$ cat src/rtl/act_pkg.sv
// ---------------------------------------------------------------------------
// act_pkg
// Shared definitions for the elementwise activation stage.
//   act_mode_t : activation selector (ACT_RELU / ACT_LEAKY / ACT_RELU6 / ACT_BYPASS)
//   state_t    : controller states (IDLE / RUN / DONE)
//   clip_val   : ReLU6 ceiling (6 << frac_bits), saturated to the largest
//                positive signed value when it does not fit in data_width bits
// ---------------------------------------------------------------------------
package act_pkg;

    typedef enum logic [1:0] {
        ACT_RELU   = 2'd0,
        ACT_LEAKY  = 2'd1,
        ACT_RELU6  = 2'd2,
        ACT_BYPASS = 2'd3
    } act_mode_t;

    typedef enum logic [1:0] {
        IDLE,
        RUN,
        DONE
    } state_t;

    // The value 6 needs three magnitude bits, so 6 << frac_bits fits a signed
    // word only when frac_bits + 3 <= data_width - 1.
    function automatic logic [63:0] clip_val(input int unsigned data_width,
                                             input int unsigned frac_bits);
        if (frac_bits + 3 <= data_width - 1) begin
            return 64'd6 << frac_bits;
        end
        return (64'd1 << (data_width - 1)) - 64'd1;
    endfunction

endpackage

$ cat src/rtl/act_lane.sv
// ---------------------------------------------------------------------------
// act_lane
// Purely combinational single-element activation.
// Ports:
//   e      in  DATA_WIDTH  signed fixed-point input element
//   mode   in  act_mode_t  activation selector
//   y      out DATA_WIDTH  activated element
//   is_neg out 1           sign bit of e (zero is not negative)
// ---------------------------------------------------------------------------
module act_lane
    import act_pkg::*;
#(
    parameter int DATA_WIDTH = 16,
    parameter int FRAC_BITS  = 8,
    parameter int LEAK_SHIFT = 3
) (
    input  logic [DATA_WIDTH-1:0] e,
    input  act_mode_t             mode,
    output logic [DATA_WIDTH-1:0] y,
    output logic                  is_neg
);

    localparam logic signed [DATA_WIDTH-1:0] CLIP =
        DATA_WIDTH'(clip_val(DATA_WIDTH, FRAC_BITS));

    logic signed [DATA_WIDTH-1:0] es;
    logic signed [DATA_WIDTH-1:0] leak;

    assign es     = e;
    assign is_neg = e[DATA_WIDTH-1];
    // Arithmetic shift floors toward -inf and can only shrink magnitude.
    assign leak   = es >>> LEAK_SHIFT;

    always_comb begin
        y = e;
        unique case (mode)
            ACT_RELU:   y = is_neg ? '0 : e;
            ACT_LEAKY:  y = is_neg ? leak : e;
            ACT_RELU6: begin
                if (is_neg) begin
                    y = '0;
                end else if (es > CLIP) begin
                    y = CLIP;
                end else begin
                    y = e;
                end
            end
            ACT_BYPASS: y = e;
            default:    y = e;
        endcase
    end

endmodule

$ cat src/rtl/activation_unit.sv
// ---------------------------------------------------------------------------
// activation_unit
// Elementwise activation stage. Snapshots NOF_INPUTS words on an accepted
// start_flag and processes LANES words per cycle from the snapshot.
// Ports:
//   clk        in  1                      rising-edge clock
//   rst_n      in  1                      asynchronous active-low reset
//   x          in  NOF_INPUTS*DATA_WIDTH  packed input vector
//   mode       in  2                      0 ReLU, 1 leaky, 2 ReLU6, 3 bypass
//   start_flag in  1                      request, accepted in IDLE or DONE
//   x_act      out NOF_INPUTS*DATA_WIDTH  registered result vector
//   busy       out 1                      high while running
//   over_flag  out 1                      high in DONE until next accept
//   neg_count  out $clog2(NOF_INPUTS+1)   count of negative elements
// ---------------------------------------------------------------------------
module activation_unit
    import act_pkg::*;
#(
    parameter int DATA_WIDTH = 16,
    parameter int NOF_INPUTS = 7,
    parameter int LANES      = 1,
    parameter int FRAC_BITS  = 8,
    parameter int LEAK_SHIFT = 3
) (
    input  logic                             clk,
    input  logic                             rst_n,
    input  logic [NOF_INPUTS*DATA_WIDTH-1:0] x,
    input  logic [1:0]                       mode,
    input  logic                             start_flag,
    output logic [NOF_INPUTS*DATA_WIDTH-1:0] x_act,
    output logic                             busy,
    output logic                             over_flag,
    output logic [$clog2(NOF_INPUTS+1)-1:0]  neg_count
);

    localparam int unsigned N     = NOF_INPUTS;
    localparam int unsigned L     = LANES;
    localparam int unsigned CNT_W = $clog2(NOF_INPUTS + 1);
    localparam int unsigned IDX_W = $clog2(NOF_INPUTS + LANES + 1);

    state_t                 state;
    act_mode_t              mode_q;
    logic [IDX_W-1:0]       index;
    logic [DATA_WIDTH-1:0]  snap     [NOF_INPUTS];

    logic [DATA_WIDTH-1:0]  lane_in  [LANES];
    logic [DATA_WIDTH-1:0]  lane_out [LANES];
    logic [LANES-1:0]       lane_neg;
    logic [LANES-1:0]       lane_valid;
    logic [CNT_W-1:0]       chunk_neg;
    logic                   last_chunk;

    // Lane l works on element index+l; the mux is written as a compare
    // against every constant element position so that lanes past the end
    // of the vector simply see no match and stay masked.
    always_comb begin
        chunk_neg = '0;
        for (int unsigned l = 0; l < L; l++) begin
            lane_in[l]    = '0;
            lane_valid[l] = (32'(index) + l) < N;
            for (int unsigned k = 0; k < N; k++) begin
                if (32'(index) + l == k) begin
                    lane_in[l] = snap[k];
                end
            end
            if (lane_valid[l] && lane_neg[l]) begin
                chunk_neg = chunk_neg + CNT_W'(1);
            end
        end
        last_chunk = (32'(index) + L) >= N;
    end

    for (genvar g = 0; g < LANES; g++) begin : g_lane
        act_lane #(
            .DATA_WIDTH (DATA_WIDTH),
            .FRAC_BITS  (FRAC_BITS),
            .LEAK_SHIFT (LEAK_SHIFT)
        ) u_lane (
            .e      (lane_in[g]),
            .mode   (mode_q),
            .y      (lane_out[g]),
            .is_neg (lane_neg[g])
        );
    end

    always_ff @(posedge clk or negedge rst_n) begin
        if (!rst_n) begin
            state     <= IDLE;
            mode_q    <= ACT_RELU;
            index     <= '0;
            x_act     <= '0;
            busy      <= 1'b0;
            over_flag <= 1'b0;
            neg_count <= '0;
            for (int unsigned k = 0; k < N; k++) begin
                snap[k] <= '0;
            end
        end else begin
            unique case (state)
                IDLE, DONE: begin
                    if (start_flag) begin
                        for (int unsigned k = 0; k < N; k++) begin
                            snap[k] <= x[k*DATA_WIDTH +: DATA_WIDTH];
                        end
                        mode_q    <= act_mode_t'(mode);
                        index     <= '0;
                        neg_count <= '0;
                        over_flag <= 1'b0;
                        busy      <= 1'b1;
                        state     <= RUN;
                    end
                end
                RUN: begin
                    for (int unsigned k = 0; k < N; k++) begin
                        for (int unsigned l = 0; l < L; l++) begin
                            if (lane_valid[l] && (32'(index) + l == k)) begin
                                x_act[k*DATA_WIDTH +: DATA_WIDTH] <= lane_out[l];
                            end
                        end
                    end
                    neg_count <= neg_count + chunk_neg;
                    if (last_chunk) begin
                        busy      <= 1'b0;
                        over_flag <= 1'b1;
                        state     <= DONE;
                    end else begin
                        index <= index + IDX_W'(L);
                    end
                end
                default: state <= IDLE;
            endcase
        end
    end

endmodule

$ cat config.mk
export PLATFORM = sky130hd
export DESIGN_NAME = activation_unit
export DESIGN_NICKNAME = d
export VERILOG_FILES = /design/src/rtl/act_pkg.sv /design/src/rtl/act_lane.sv /design/src/rtl/activation_unit.sv
export SDC_FILE = /design/constraint.sdc
export NUM_CORES = 1
export LEC_CHECK = 0
export ABC_CLOCK_PERIOD_IN_PS = 3100
export CAP_MARGIN = 40
export CORE_ASPECT_RATIO = 1.4
export CORE_MARGIN = 2
export CORE_UTILIZATION = 40
export CTS_CLUSTER_SIZE = 28
export DETAILED_ROUTE_END_ITERATION = 7
export GPL_TIMING_DRIVEN = 0
export HOLD_SLACK_MARGIN = 0.12
export PLACE_DENSITY = 0.66
export SLEW_MARGIN = 40
export SYNTH_ARGS = -nofsm -noshare
export SYNTH_HDL_FRONTEND = slang
export SYNTH_SLANG_ARGS = --single-unit
$ cat constraint.sdc
create_clock -name clk -period 3.1 [get_ports clk]
set_clock_uncertainty 0.05 [all_clocks]
set_input_delay 0.62 -clock clk [delete_from_list [all_inputs] [get_ports clk]]
set_output_delay 0.62 -clock clk [all_outputs]
set_load 0.02 [all_outputs]
==> results_dict.tcl <==
set metrics [dict create \
    vias 9728 \
    cts_tree "yes" \
    synth_ff_type "dfrtp_1" \
    arrival_ps 3510 \
    wl_per_cell_um 19.9 \
    synth_seq_cells 237 \
    cpMostUsedCell "buf_4" \
    internal-power_w 0.0105 \
    netlist_area_um2 10600 \
    path_cells "inv_4, ha_2, buf_6, buf_8, buf_12, a21oi_4, nor2_2, a311oi_2, buf_4, buf_4, nand4_1, o21ai_2, a311oi_4, buf_4, o31ai_4, buf_12, o21ai_0" \
    grt_pass1_wl_um 55000 \
    drtIter0Drc 626 \
    cts.path.max_buffers 3 \
    synth.avg_cell_area_um2 8.96 \
    synth_top_area_share_pct 56.0 \
    utilization_pct 58.1 \
    pwr_density_cell_nw_per_um2 1260 \
    synth_fa_ha_area_share_pct 0.826 \
    ios 234 \
    power_switching_share_pct 45.0 \
    ir_worst_vdd_mv 0.545 \
    finalCriticalPeriod_ps 3190 \
    rows 70 \
    worstSetupStartpointType "register" \
    routed_via_density 5.36 \
    p_leak_nw 6.82 \
    root_buffer "clkbuf_16" \
    critical_path_class "reg2reg" \
    yosysMostFrequentCell "nand2_1" \
    synthTopCellsByCount "454 x nand2_1, 237 x dfrtp_1, 85 x o21ai_0" \
    fin_crit_sh_pct 103 \
    crit_slowest_cell "dfrtp_2" \
    synth-xor-area-share_pct 0 \
    io_buffers 233 \
    drive_above_1_share_pct 13.9 \
    setup_viol 15 \
    crit_required_ps 3430 \
    p_switching_w 0.00860 \
    drc 0 \
    core_area_um2 26100 \
    area_growth_pct 43.0 \
    clock_latency_ps 520 \
    drv_slew 0 \
    hpwl_um 27000 \
    synth.distinct_cells 64 \
    syn-num-nets 1307 \
    ys_async_sr_fraction_pct 100 \
    synth_top_family_by_area "simple AND/OR/NAND/NOR gates" \
    violations "negative setup slack" \
    yosys.area_share.simple_pct 20.8 \
    antenna_cells 0 \
    synthCells 1183 \
    status "finished, violations left" \
    seqCellArea_um2 5930 \
    grt_overflow 0 \
    htreeDepth 1 \
    synth_compound_area_share_pct 17.5 \
    cts_sinks 237 \
    hold_class "reg2reg" \
    yosysSeqAreaShare_pct 56.0 \
    ant_nets 0 \
    synth_top_area_cell "dfrtp_1" \
    wirelength_um 36100 \
    rsz0062_at_grt "true" \
    die_area_um2 27800 \
    synth_area_leaders "dfrtp_1 56%, nand2_1 16%, o21ai_0 4.0%" \
    path_max_fanout 9 \
    die_height_um 197 \
    routabilityCongestion 0.992 \
    p_seq_share_pct 27.9 \
    grt_use_total_pct 25.6 \
    cts_made_buffers 23 \
    finalNetCount 1600 \
    start_util_pct 40.6 \
    fmax_ghz 0.314 \
    pwr-share-clk_pct 14.8 \
    antenna_found_initial 0 \
    drv_cap 0 \
    combPwrFrac_pct 57.3 \
    cp-end-kind "register" \
    slowest_delay_ps 440 \
    die_width_um 142 \
    tightest_slew_ps 807 \
    fillers 2312 \
    synth_edf_count 0 \
    timing.final.hold_violations 0 \
    post-place-ws_ps -942 \
    synth.area.mux_share_pct 0.838 \
    path_clk_slew_ps 60 \
    relSlewSlack_pct 46.2 \
    drtPass1Iterations 5 \
    multiInputGateArea_um2 4820 \
    finalWorstSetupSlack_ps -87.1 \
    grt_max_degree 76 \
    first_global_vias 9711 \
    yosysWarnings 0 \
]
==> through the flow <==
| step | hold slack (ps) | instances | setup TNS (ps) | area [um2] | total power, W |
|---|---|---|---|---|---|
| floorplan | 274 | 1183 | 0 | 10600 | 0.0103 |
| global placement | 408 | 1740 | -2068050 | 13300 | 0.0137 |
| detailed placement | 412 | 1743 | -59330 | 13400 | 0.0139 |
| CTS | 427 | 1796 | -27.5 | 14700 | 0.0180 |
| global route | 444 | 1815 | -3600 | 15200 | 0.0202 |
| finish | 430 | 1815 | -550 | 15200 | 0.0191 |
==> placed cells by master (no fill, tap or decap), types with 24 or more instances in the layout <==
master	instances
a21oi_1	38
buf_4	33
clkbuf_1	57
clkbuf_16	24
clkdlybuf4s50_1	232
dfrtp_1	235
nand2_1	453
nor2_1	32
o21ai_0	66
o21ai_1	29
==> worst max-delay path: cells and delay by family (launching register included) <==
kind	cells	cell delay, ps
AOI/OAI and AO/OA	6	1120
buffers and inverters	8	1070
DFF	1	440
adders and majority gates	1	180
and+or+nand+nor	2	160
==> power groups by stage <==
stage          Combinational, W  Sequential (W)  Clock, W
2_1_floorplan           0.00458         0.00568         0
3_3_place_gp            0.00841         0.00531         0
3_5_place_dp            0.00858         0.00533         0
4_1_cts                 0.00988         0.00529   0.00285
5_1_grt                  0.0117         0.00546   0.00297
6_report                 0.0109         0.00533   0.00282
==> flip-flops by register name (all words and copies together), names as in the netlist <==
| signal | count |
|---|---|
| x_act | 112 |
| mode_q | 2 |
| busy | 1 |
| over_flag | 1 |
| snap | 112 |
| state | 2 |
| neg_count | 3 |
| index | 4 |
==> area by class of cell <==
cell class / instances / area share, %
Sequential cell: 237 / 39.1
Inverter: 20 / 0.520
Timing Repair Buffer: 270 / 18.0
Clock buffer: 33 / 4.11
Multi-Input combinational cell: 846 / 31.8
Buffer: 78 / 2.96
Tap cell: 324 / 2.67
Clock inverter: 7 / 0.751
==> cells by family (layout without fill, tap and decap cells) <==
group | count (synthesis) | in the layout
compound gates | 286 | 286
fa+ha+maj | 7 | 7
buf+inv | 100 | 408
flops | 237 | 237
mux | 8 | 8
simple gates | 545 | 545
==> routing by layer <==
layer  vias up  part of all wire (%)  global-route usage (%)
met4         0                   5.1                    12.2
li1       4564                     -                       -
met5         -                     0                       0
met2       377                    52                    45.9
met1      4693                    38                    30.7
met3        94                   5.0                    2.75
==> final timing paths <==
kind	endpoint	cells past startpoint	slack, ps	startpoint
max in group asynchronous	index[0]$_DFFE_PN0P_	3	1850	rst_n
worst max-delay path	x_act[26]$_DFFE_PN0P_	17	-90	index[0]$_DFFE_PN0P_
worst min register to register	snap[55]$_DFFE_PN0P_	2	430	snap[55]$_DFFE_PN0P_
worst min-delay path	snap[55]$_DFFE_PN0P_	2	430	snap[55]$_DFFE_PN0P_
min in group asynchronous	snap[78]$_DFFE_PN0P_	2	480	rst_n
worst max register to register	x_act[26]$_DFFE_PN0P_	17	-90	index[0]$_DFFE_PN0P_
==> repair_timing <==
action                                 in CTS  in global routing
gates resized for setup                    92                 83
setup buffers                              13                 18
endpoints found under the hold margin      19                  0
hold buffers                                1                  0
setup endpoints to repair                 108                 99
pin swaps                                  21                 33
cloned                                      0                  2
Power figures use the tool's default switching activity.
